$ cat src/rtl/serial_adder_pkg.sv
// Shared types and limits for the bit-serial adder wrapper around fulladder.
package serial_adder_pkg;

  typedef enum logic [1:0] {
    IDLE = 2'd0,
    RUN  = 2'd1,
    DONE = 2'd2
  } sadd_state_t;

  localparam int SADD_MAX_WIDTH = 64;

endpackage

$ cat src/rtl/fulladder.sv
// Single-bit full adder: A is the sum bit, cout the carry out.
module fulladder (
  input  logic x,
  input  logic y,
  input  logic cin,
  output logic A,
  output logic cout
);

  assign A    = x ^ y ^ cin;
  assign cout = (x & y) | (x & cin) | (y & cin);

endmodule

$ cat src/rtl/serial_adder_ctrl.sv
// Bit-serial WIDTH-bit adder: shifts operands LSB-first through one fulladder,
// recirculating the carry, and returns {cout, sum} on an output handshake.
module serial_adder_ctrl
  import serial_adder_pkg::*;
#(
  parameter int WIDTH = 8
) (
  input  logic             clk,
  input  logic             rst_n,
  input  logic             in_valid,
  output logic             in_ready,
  input  logic [WIDTH-1:0] op_a,
  input  logic [WIDTH-1:0] op_b,
  input  logic             op_cin,
  output logic             out_valid,
  input  logic             out_ready,
  output logic [WIDTH-1:0] sum,
  output logic             cout,
  output logic             busy,
  output sadd_state_t      dbg_state
);

  localparam int CW = $clog2(WIDTH + 1);

  sadd_state_t      state_q;
  logic [WIDTH-1:0] a_sh_q;
  logic [WIDTH-1:0] b_sh_q;
  logic [WIDTH-1:0] sum_sh_q;
  logic [WIDTH-1:0] sum_sh_d;
  logic             carry_q;
  logic [CW-1:0]    cnt_q;

  logic fa_x, fa_y, fa_cin, fa_a, fa_cout;

  // Handshakes: a transfer happens on a rising edge where valid && ready are
  // both high; in_ready is high only in IDLE, out_valid only in DONE, and the
  // result stays frozen in DONE until out_ready is seen.
  assign in_ready  = (state_q == IDLE);
  assign out_valid = (state_q == DONE);
  assign busy      = (state_q != IDLE);
  assign sum       = (state_q == DONE) ? sum_sh_q : '0;
  assign cout      = (state_q == DONE) & carry_q;
  assign dbg_state = state_q;

  // Adder inputs are forced low outside RUN so the nets stay quiet.
  assign fa_x   = (state_q == RUN) & a_sh_q[0];
  assign fa_y   = (state_q == RUN) & b_sh_q[0];
  assign fa_cin = (state_q == RUN) & carry_q;

  fulladder u_fa (
    .x    (fa_x),
    .y    (fa_y),
    .cin  (fa_cin),
    .A    (fa_a),
    .cout (fa_cout)
  );

  always_comb begin
    sum_sh_d            = sum_sh_q >> 1;
    sum_sh_d[WIDTH-1]   = fa_a;
  end

  always_ff @(posedge clk or negedge rst_n) begin
    if (!rst_n) begin
      state_q  <= IDLE;
      a_sh_q   <= '0;
      b_sh_q   <= '0;
      sum_sh_q <= '0;
      carry_q  <= 1'b0;
      cnt_q    <= '0;
    end else begin
      case (state_q)
        IDLE: begin
          if (in_valid) begin
            a_sh_q   <= op_a;
            b_sh_q   <= op_b;
            carry_q  <= op_cin;
            sum_sh_q <= '0;
            cnt_q    <= '0;
            state_q  <= RUN;
          end
        end
        RUN: begin
          sum_sh_q <= sum_sh_d;
          carry_q  <= fa_cout;
          a_sh_q   <= a_sh_q >> 1;
          b_sh_q   <= b_sh_q >> 1;
          cnt_q    <= cnt_q + CW'(1);
          if (cnt_q == CW'(WIDTH - 1)) begin
            state_q <= DONE;
          end
        end
        DONE: begin
          if (out_ready) begin
            state_q <= IDLE;
          end
        end
        default: state_q <= IDLE;
      endcase
    end
  end

endmodule
$ cat config.mk
export PLATFORM = sky130hd
export DESIGN_NAME = serial_adder_ctrl
export DESIGN_NICKNAME = d
export VERILOG_FILES = /design/src/rtl/serial_adder_pkg.sv /design/src/rtl/fulladder.sv /design/src/rtl/serial_adder_ctrl.sv
export SDC_FILE = /design/constraint.sdc
export NUM_CORES = 1
export LEC_CHECK = 0
export CORE_MARGIN = 1
export CORE_UTILIZATION = 50
export CTS_CLUSTER_SIZE = 10
export DETAILED_ROUTE_END_ITERATION = 7
export DONT_BUFFER_PORTS = 1
export PLACE_DENSITY = 0.74
export SLEW_MARGIN = 20
export SYNTH_ARGS = -nofsm -noshare
export SYNTH_HDL_FRONTEND = slang
export SYNTH_SLANG_ARGS = --single-unit
$ cat constraint.sdc
create_clock -name clk -period 4.5 [get_ports clk]
set_input_delay 0.9 -clock clk [delete_from_list [all_inputs] [get_ports clk]]
set_output_delay 0.9 -clock clk [all_outputs]
set_load 0.005 [all_outputs]
==> results_dict.tcl <==
set metrics [dict create \
    layout-drive-gt1-share_pct 7.95 \
    dr.pass1.iters 6 \
    gp_congestion 0.678 \
    port-buffer-count 0 \
    routed_via_density 5.75 \
    nets 174 \
    start_util_pct 52.8 \
    cts_tree "built" \
    critPathLaunchType "flop" \
    period_needed_ns 2.48 \
    cts_setup_buffers 0 \
    sequentialPowerShare_pct 49.1 \
    synth_area_sq_um 1440 \
    fin_cells 182 \
    grt_max_degree 32 \
    p_int_w 0.000587 \
    worst_slew_pin_slew_ns 1.06 \
    slew_headroom_pct 29.1 \
    synthCells 152 \
    ys_ff_latch 31 \
    drc 0 \
    ios 35 \
    grt_pass1_wl_um 4330 \
    grt-ovfl-total 0 \
    critPathKind "reg2out" \
    routed_wirelength_um 2580 \
    cts-root-buf "clkbuf_4" \
    outcome "complete, no violations" \
    ir_drop_v 0.000474 \
    grt_pass1_vias 933 \
    ctsResizeCount 0 \
    clock_skew_ns 0.00408 \
    setup_violations 0 \
    clock_sinks 31 \
    num_vias 1047 \
    path_clk_slew_ns 0.09 \
    fin_util_pct 54.1 \
    rows 19 \
    syn_nets 175 \
    end_kind "output pin" \
    htree_num_levels 2 \
    fin_hold_ws_ns 0.250 \
    avgSynthCellArea_sq_um 9.49 \
    antenna_cells 0 \
    yosysTopAreaCellShare_pct 53.8 \
    synth_area_leaders "dfrtp_1 (54%), nand2_1 (15%), a22oi_1 (7.8%)" \
    final_antenna_net_count 0 \
    finalMaxSlewViolations 0 \
    dpl.hpwl_um 1710 \
    combPwrFrac_pct 33.9 \
    setup_tns_ns 0 \
    yosysWarnings 0 \
    post_drt_wl_per_cell_um 14.2 \
    rsz0062_at_grt "no" \
    core_area_sq_um 2730 \
    p_per_area_nw_per_um2 645 \
    ys_types 25 \
    clkPwrFrac_pct 17.1 \
    max_freq_mhz 404 \
    grt_use_total_pct 18.9 \
    seq_area_frac_synth_pct 53.8 \
    drv_cap 0 \
    cp.arrival_ns 1.58 \
    hold_class "in2async" \
    antenna_found_initial 0 \
    switching_share_pct 38.5 \
    p_leak_nw 0.757 \
    fp.dieArea_sq_um 3100 \
    drt_iter0_markers 47 \
    cp_max_fo 11 \
    dp.cells 175 \
    switchingPower_w 0.000367 \
    clock_latency_ns 0.33 \
    hold_buffers 0 \
    die_x_um 55.7 \
    final_cell_mix "nand2_1 (56), dfrtp_1 (31), a22oi_1 (15)" \
    cts_buffers 5 \
    layout_commonest_cell "nand2_1" \
    finalCritPeriodShare_pct 55.0 \
    hold_viol_final 0 \
    cts_buffer_depth 2 \
    syn2layout_area_growth_pct 2.60 \
    synth_top_area_cell "dfrtp_1" \
    fill_cells 260 \
    die_height_um 55.7 \
    worstPathRequired_ns 3.60 \
]
==> layout make-up <==
type,count,area [sq um],share of cell area (%)
multi-input combinational,111,602,40.7
tap,31,38.8,2.62
clock inverter,1,5.00,0.338
clock buffer,6,51.3,3.47
inverter,2,7.51,0.507
sequential,31,776,52.4
==> worst paths after layout <==
| path | from | endpoint | slack (ns) | cells past startpoint |
|---|---|---|---|---|
| max in group asynchronous | rst_n | b_sh_q[6] | 4.17 | 0 |
| setup / recovery | dbg_state[1] | sum[3] | 2.02 | 2 |
| min in group clk | b_sh_q[0] | b_sh_q[0] | 0.47 | 2 |
| hold reg to reg | b_sh_q[0] | b_sh_q[0] | 0.47 | 2 |
| setup reg to reg | dbg_state[1] | sum_sh_q[7] | 2.31 | 5 |
| hold / removal | rst_n | a_sh_q[2] | 0.25 | 0 |
==> flip-flops by register name, summed over array words and instances (netlist names) <==
register,count
b_sh_q,8
cnt_q,4
carry_q,1
a_sh_q,8
dbg_state,2
sum_sh_q,8
==> metrics by stage <==
stage / worst slack, ns / area (sq um) / power, W
global route: 1.85 / 1480 / 0.00104
global placement: 2.37 / 1420 / 0.000781
floorplan: 2.62 / 1440 / 0.000757
finish: 2.02 / 1480 / 0.000955
CTS: 1.95 / 1480 / 0.000967
detailed placement: 2.32 / 1420 / 0.000801
==> metal layers <==
metal / part of all wire [%] / GRT usage, % / vias up / wire (um)
met2: 46 / 26.7 / 39 / 1190
met4: 2.4 / 9.64 / 0 / 62
met1: 44 / 24.9 / 501 / 1130
met3: 7.5 / 7.91 / 6 / 194
met5: 0 / 0 / - / 0
li1: - / - / 501 / -
==> cells in the mapped netlist <==
| library cell | number |
|---|---|
| nand2_1 | 56 |
| dfrtp_1 | 31 |
| a22oi_1 | 15 |
| and2_1 | 12 |
| nand3_1 | 11 |
| buf_2 | 4 |
| buf_6 | 3 |
| inv_1 | 2 |
| o21ai_0 | 2 |
| a21oi_1 | 1 |
| and2b_1 | 1 |
| clkbuf_1 | 1 |
| fa_1 | 1 |
| ha_1 | 1 |
| mux2i_1 | 1 |
| nand2b_1 | 1 |
| nand4_1 | 1 |
| nor2b_1 | 1 |
| nor3b_2 | 1 |
| o21ai_1 | 1 |
| o21ba_2 | 1 |
| o21bai_2 | 1 |
| o32ai_1 | 1 |
| or2_2 | 1 |
| or3b_4 | 1 |
==> logic make-up (layout without fill, tap and decap cells) <==
logic type,after synthesis,after routing,synth area share (%)
compound gates,22,22,11.3
flops,31,31,53.8
buf+inv,10,9,4.51
fa+ha+maj,2,2,2.25
mux,1,1,0.694
simple gates,86,86,27.5
==> power groups by stage <==
stage,clock network (W),logic [W],registers [W]
5_1_grt,0.000181,0.000372,0.000486
6_report,0.000163,0.000323,0.000468
3_5_place_dp,0,0.000325,0.000475
4_1_cts,0.000170,0.000326,0.000470
2_1_floorplan,0,0.000304,0.000454
3_3_place_gp,0,0.000314,0.000468
==> critical path: stages, from the launching register on <==
cell and delay, ns:
dfrtp_1 0.48, nor2b_1 0.53, and2_1 0.23
(Power assumes the default switching activity.)
